File: config.mk
export PLATFORM = sky130hd
export DESIGN_NAME = lcd_msg_scheduler
export DESIGN_NICKNAME = d
export VERILOG_FILES = /design/src/rtl/lcd_msg_scheduler.sv
export SDC_FILE = /design/constraint.sdc
export NUM_CORES = 1
export LEC_CHECK = 0
export CORE_ASPECT_RATIO = 1.5
export CORE_MARGIN = 3
export CORE_UTILIZATION = 30
export DETAILED_ROUTE_END_ITERATION = 10
export DONT_BUFFER_PORTS = 1
export PLACE_DENSITY_LB_ADDON = 0.3
export SYNTH_ARGS = -nofsm -noshare
export SYNTH_HDL_FRONTEND = slang
export SYNTH_SLANG_ARGS = --single-unit
File: constraint.sdc
create_clock -name iCLK -period 4.6 [get_ports iCLK]
set_input_delay 0.46 -clock iCLK [delete_from_list [all_inputs] [get_ports iCLK]]
set_output_delay 0.46 -clock iCLK [all_outputs]
set_load 0.02 [all_outputs]
File: src/rtl/lcd_msg_scheduler.sv
// LCD message-select scheduler.
// Up to four requesters post display requests. The highest pending code is granted,
// an update strobe is issued, and the block waits for frame completion. It then holds
// the screen for a minimum time, and only a higher-priority request may cut that short.
//
// state   | meaning
// --------+--------------------------------------------------------------
// S_IDLE  | nothing on hold; grant the highest pending code if any
// S_LOAD  | one cycle after a grant; oUPD is high, counter cleared
// S_WAIT  | waiting for iLCD_DONE; times out after TIMEOUT_CYCLES
// S_HOLD  | minimum display time; preempted only by a higher code
module lcd_msg_scheduler #(
  parameter int HOLD_CYCLES    = 50000000,
  parameter int TIMEOUT_CYCLES = 1000000,
  parameter int CNT_W          = 26
) (
  input  logic       iCLK,
  input  logic       iRST_N,
  input  logic [3:0] iREQ,
  input  logic       iLCD_DONE,
  output logic [1:0] oMESG,
  output logic       oUPD,
  output logic       oBUSY,
  output logic       oTMO
);

  typedef enum logic [1:0] {S_IDLE, S_LOAD, S_WAIT, S_HOLD} state_t;

  state_t           r_state;
  state_t           w_next;
  logic [3:0]       r_pend;
  logic [CNT_W-1:0] r_cnt;
  logic [1:0]       r_mesg;
  logic             r_upd;
  logic             r_tmo;

  logic [1:0]       w_win;
  logic [3:0]       w_above;
  logic             w_preempt;
  logic             w_grant;
  logic             w_hold_tc;
  logic             w_tmo_tc;
  logic [3:0]       w_clr;
  logic [CNT_W-1:0] w_cnt_nx;

  assign w_hold_tc = (r_cnt == CNT_W'(HOLD_CYCLES - 1));
  assign w_tmo_tc  = (r_cnt == CNT_W'(TIMEOUT_CYCLES - 1));

  // Fixed-priority winner among pending codes (highest index wins)
  always_comb begin
    w_win = 2'd0;
    if (r_pend[3])      w_win = 2'd3;
    else if (r_pend[2]) w_win = 2'd2;
    else if (r_pend[1]) w_win = 2'd1;
  end

  // Mask of codes strictly above the one currently on screen
  always_comb begin
    w_above = 4'b0000;
    case (r_mesg)
      2'd0:    w_above = 4'b1110;
      2'd1:    w_above = 4'b1100;
      2'd2:    w_above = 4'b1000;
      default: w_above = 4'b0000;
    endcase
  end

  assign w_preempt = |(r_pend & w_above);
  assign w_grant   = ((r_state == S_IDLE) && (|r_pend)) ||
                     ((r_state == S_HOLD) && w_preempt);
  assign w_clr     = w_grant ? (4'b0001 << w_win) : 4'b0000;

  // State register
  always_ff @(posedge iCLK or negedge iRST_N) begin
    if (!iRST_N) r_state <= S_IDLE;
    else         r_state <= w_next;
  end

  // Next-state logic and counter next value
  always_comb begin
    w_next   = r_state;
    w_cnt_nx = r_cnt;
    case (r_state)
      S_IDLE: begin
        if (w_grant) w_next = S_LOAD;
      end
      S_LOAD: begin
        w_cnt_nx = '0;
        w_next   = S_WAIT;
      end
      S_WAIT: begin
        if (iLCD_DONE || w_tmo_tc) begin
          w_cnt_nx = '0;
          w_next   = S_HOLD;
        end else begin
          w_cnt_nx = r_cnt + CNT_W'(1);
        end
      end
      S_HOLD: begin
        if (w_preempt) begin
          w_next = S_LOAD;
        end else if (w_hold_tc) begin
          w_cnt_nx = '0;
          w_next   = S_IDLE;
        end else begin
          w_cnt_nx = r_cnt + CNT_W'(1);
        end
      end
      default: w_next = S_IDLE;
    endcase
  end

  // Output decode from the current state
  always_comb begin
    oBUSY = (r_state != S_IDLE);
    oMESG = r_mesg;
    oUPD  = r_upd;
    oTMO  = r_tmo;
  end

  // Datapath registers: pending set, counter, message code and strobes
  always_ff @(posedge iCLK or negedge iRST_N) begin
    if (!iRST_N) begin
      r_pend <= 4'b0001;
      r_cnt  <= '0;
      r_mesg <= 2'd0;
      r_upd  <= 1'b0;
      r_tmo  <= 1'b0;
    end else begin
      // A request arriving on the grant edge re-arms the same code
      r_pend <= (r_pend & ~w_clr) | iREQ;
      r_cnt  <= w_cnt_nx;
      r_upd  <= w_grant;
      r_tmo  <= (r_state == S_WAIT) && !iLCD_DONE && w_tmo_tc;
      if (w_grant) r_mesg <= w_win;
    end
  end

endmodule

# After elaboration in Yosys (flattened, before gate mapping)
# Cells that the tools add are included.
[totals]
register_bits = 36
inputBits = 7
out_inout_bits = 5
wordCells = 52
[op_classes]
n_addsub = 1
eq_ne = 11
shift = 1
mux = 14
n_bitwise = 4
n_reduce_logical = 15
[op_table]
columns = ["op", "count"]
rows = [
  ["$mux 26", 3],
  ["$pmux 26 s3", 1],
  ["$add 26x1->26 const B", 1],
  ["$eq 26x20->1 const B", 1],
  ["$eq 26x26->1 const B", 1],
  ["$mux 2", 6],
  ["$pmux 4 s3", 1],
  ["$and 4x4->4", 2],
  ["$pmux 2 s4", 1],
  ["$reduce_or 4->1", 2],
  ["$eq 2x2->1 const B", 3],
  ["$ne 2x2->1 const B", 3],
  ["$eq 2x1->1 const B", 2],
  ["$logic_and 1x1->1", 4],
  ["$logic_not 2->1", 2],
  ["$mux 4", 1],
  ["$not 4->4", 1],
  ["$or 4x4->4", 1],
  ["$shl 1x2->4 const A", 1],
  ["$ne 3x3->1 const B", 1],
  ["$reduce_and 3->1", 1],
  ["$reduce_bool 3->1", 1],
  ["$logic_or 1x1->1", 2],
  ["$reduce_and 2->1", 1],
  ["3 further kinds", 3],
]

# Depth between registers and ports, before layout
[logic_depth]
depth_word = 10
ltp_mapped = 7
ltp_nobuf = 6

# Worst setup path before layout
# OpenSTA, ideal clock, no wires.
[synth_path]
path_kind = "reg2reg"
startpoint = "register r_cnt[9]"
endpoint = "register r_cnt[8]"
setup_ns = 0.124
arrival_ns = 1.841
t_required_ns = 4.476
setup_slack_ns = 2.635
stages_incl_launch_ff = 5
n_path_buf = 0
period_less_slack_ns = 1.965
cell_sequence = "dfrtp_1 or4_4 o41a_1 o211a_1 a211o_1"
[synth_between]
elab_chain_cells = 4
elab_cells_between_ends = 7
classes_between = "2 x eq/ne; 4 x mux; 1 x reduce/logical"
[synth_lines]
columns = ["item", "line", "source"]
rows = [
  ["start: declaration", "32", "logic [CNT_W-1:0] r_cnt;"],
  ["start signal: assignment", "132", "r_cnt <= w_cnt_nx;"],
  ["$eq 26x26->1 or $eq 26x20->1 (tied branches)", "46, 47", ""],
  ["$mux 26 or $logic_or 1x1->1 (tied branches)", "102, 92", ""],
  ["$mux 26 (on tied branches)", "100, 92", ""],
  ["$pmux 26 s3 *", "83", "case (r_state)"],
]
# Every way passes the cells marked *; elsewhere a longest branch is shown, timed or not. The select of a mux whose other input is x is not followed.
# A chain may end at the register's enable or synchronous reset.

# Worst setup path in the final report
[layout_path]
startpoint = "register r_cnt[7]"
endpoint = "register r_cnt[17]"
[layout_between]
elab_chain_cells = 4
elab_cells_between_ends = 8
classes_between = "1 x add/sub; 2 x eq/ne; 4 x mux; 1 x reduce/logical"
[layout_lines]
columns = ["item", "line"]
rows = [
  ["$add 26x1->26 (tied with other cells)", "96, 106"],
  ["$mux 26 or $logic_or 1x1->1 (tied branches)", "102, 92"],
  ["$mux 26 (on tied branches)", "100, 92"],
  ["$pmux 26 s3 *", "83"],
]
# Marks and branches as above.

==> flow_summary.yaml <==
status:
  status: "complete, but fails checks"
  violations: "hold timing"
routing:
  vias: 1658
  first_pass_iters: 4
  wire_per_inst_um: 16.2
  ant_nets: 0
  finalWirelength_um: 4810
  first_iter_violations: 61
  avgViaCountPerCell: 5.58
  drc: 0
final_layout:
  diodes: 0
  final_cell_mix: "dfrtp_1, nand2_1, a21oi_1"
  postLayoutCellArea_um2: 2250
  final_nets: 231
  syn2layout_area_growth_pct: 8.10
  drive_gt1_share_pct: 9.05
  final_common_cell: "dfrtp_1"
  finish.utilization_pct: 34.0
sta:
  finalCritPeriodShare_pct: 55.4
  skew_ns: 0.0102
  fmax_mhz: 392
  slew_headroom_pct: 42.2
  holdWs_ns: -0.00342
  fin_ws_ns: 2.05
  maxSlewViolCount: 0
  rsz0062_at_grt: "no"
  fin_crit_ns: 2.55
  worstMarginPinSlew_ns: 0.863
  finalSetupViolCount: 0
  hold_viol: 9
  tns_ns: 0
floorplanning:
  initial_core_util_pct: 31.5
  die_w_um: 74.1
  rows: 36
  fp.dieH_um: 108
  io_pins: 12
  core_um2: 6620
  dieArea_um2: 8010
synth:
  synth_edf_count: 0
  synth_nets: 229
  yosysSeqAreaShare_pct: 43.3
  syn-instance-count: 218
  yosysWarnings: 0
  ys_ff_latch: 36
  synth-async-reset-ratio_pct: 100
  syn_area_um2: 2080
  syn_avg_cell_area_um2: 9.56
  ys_types: 52
  synth_flop_cell: "dfrtp_1"
global_routing:
  grt-ovfl-total: 0
  grt_pass1_vias: 1675
  grtUsageTotal_pct: 13.1
  antenna_found_initial: 0
  grt_max_degree: 36
  grt_pass1_wl_um: 8110
placement:
  gp_congestion: 0.862
  io_buffers: 0
  placed_area_um2: 2140
  dp_hpwl_um: 3440
  pre_cts_ws_ns: 2.01
clock_network:
  cts.sinks: 36
  post_cts_resized: 0
  cts-buffers-inserted: 5
  cts_tree: "done"
  h-tree-depth: 2
  cts-root-buf: "clkbuf_8"
  cts_buffer_depth: 2
  clk_latency_ns: 0.29
  path_clk_slew_ns: 0.08
power:
  vdd_drop_max_v: 0.000139
  leakagePower_nw: 0.888
  power_per_cell_area_nw_per_um2: 438
setup_path:
  crit_type: "reg -> reg"
  arrival_ns: 2.67
  setup.worst_path.end_class: "flop"
  worstPathRequired_ns: 4.72
  start_kind: "flop"
  critPathMaxFanout: 22
job:
  drv_cap: 0
hold_path:
  hp-class: "in -> async"
worst max-delay path, cell delays in order (launching register included):
cell and delay [ns]:
dfrtp_1 0.46, nor4bb_1 0.34, nand2_1 0.23, o41a_1 0.54, nor3_4 0.69, a21oi_1 0.12
layout make-up:
class	count	area (um^2)
Sequential cell	36	902
Multi-Input combinational cell	166	1110
Clock buffer	7	76.3
Timing Repair Buffer	3	37.5
Inverter	8	30.0
Fill cell	680	4370
Clock inverter	1	5.00
Tap cell	76	95.1
where the power goes:
part / total [mW] / internal, mW / switching (mW)
clock network: 0.220 / 0.106 / 0.113
registers: 0.406 / 0.355 / 0.0513
logic: 0.361 / 0.115 / 0.247
routing by layer:
| metal | vias up | global-route usage, % | share of wire, % |
|---|---|---|---|
| met1 | 807 | 14.4 | 41 |
| met3 | 10 | 2.51 | 2.7 |
| met5 | - | 0 | 0 |
| met4 | 0 | 6.99 | 3.3 |
| met2 | 22 | 23.0 | 53 |
| li1 | 819 | - | - |
flip-flops by register name, indices dropped and copies added, names as in the netlist:
register	flops
r_state	2
r_pend	4
oTMO	1
oMESG	2
oUPD	1
r_cnt	26
metrics by stage:
step                      instances  total power [mW]
after floorplan                 218             0.719
after global placement          287             0.768
after detailed placement        287             0.775
after CTS                       296              1.00
after global routing            297              1.06
final                           297             0.987
cells by family (layout without fill, tap and decap cells):
| logic type | after synthesis | after routing | synth area share (%) |
|---|---|---|---|
| fa+ha+maj | 4 | 4 | 2.40 |
| simple gates | 98 | 98 | 27.3 |
| mux | 2 | 2 | 1.02 |
| flops | 36 | 36 | 43.3 |
| compound gates | 52 | 52 | 18.2 |
| buf+inv | 16 | 19 | 3.60 |
| xor+xnor | 10 | 10 | 4.20 |
cells in the mapped netlist (all sizes together), types with 3 or more instances:
cell type   n  area share (%)
nor2       13             2.3
inv         8             1.4
clkbuf      6             1.1
or3         7             2.1
nor2b       5             1.5
ha          4             2.4
o21ai      12             2.9
nand4      11             3.3
nand2b      3            0.90
dfrtp      35              42
nand2      18             3.4
nor4        4             1.2
a21o        3             1.1
o31ai       6             2.2
xor2        7             2.9
xnor2       3             1.3
or4         7             2.7
a21oi      16             3.8
nand3      10             2.4
and2        4             1.2
and3        4             1.3
path summary, 6_finish.rpt:
kind	startpoint	to	slack [ns]	cells after the start
min in group iCLK	iREQ[0]	r_pend[0]	0.26	1
max in group asynchronous	iRST_N	r_pend[0]	3.95	1
min reg2reg	r_pend[0]	r_pend[0]	0.51	1
max reg2reg	r_cnt[7]	r_cnt[17]	2.05	5
max	r_cnt[7]	r_cnt[17]	2.05	5
min	iRST_N	r_cnt[21]	-0.003	1
what timing repair did:
item,CTS,global route
hold endpoints to repair,35,1
hold buffers,1,1
buffers inserted,0,0
Power figures use the tool's default switching activity.
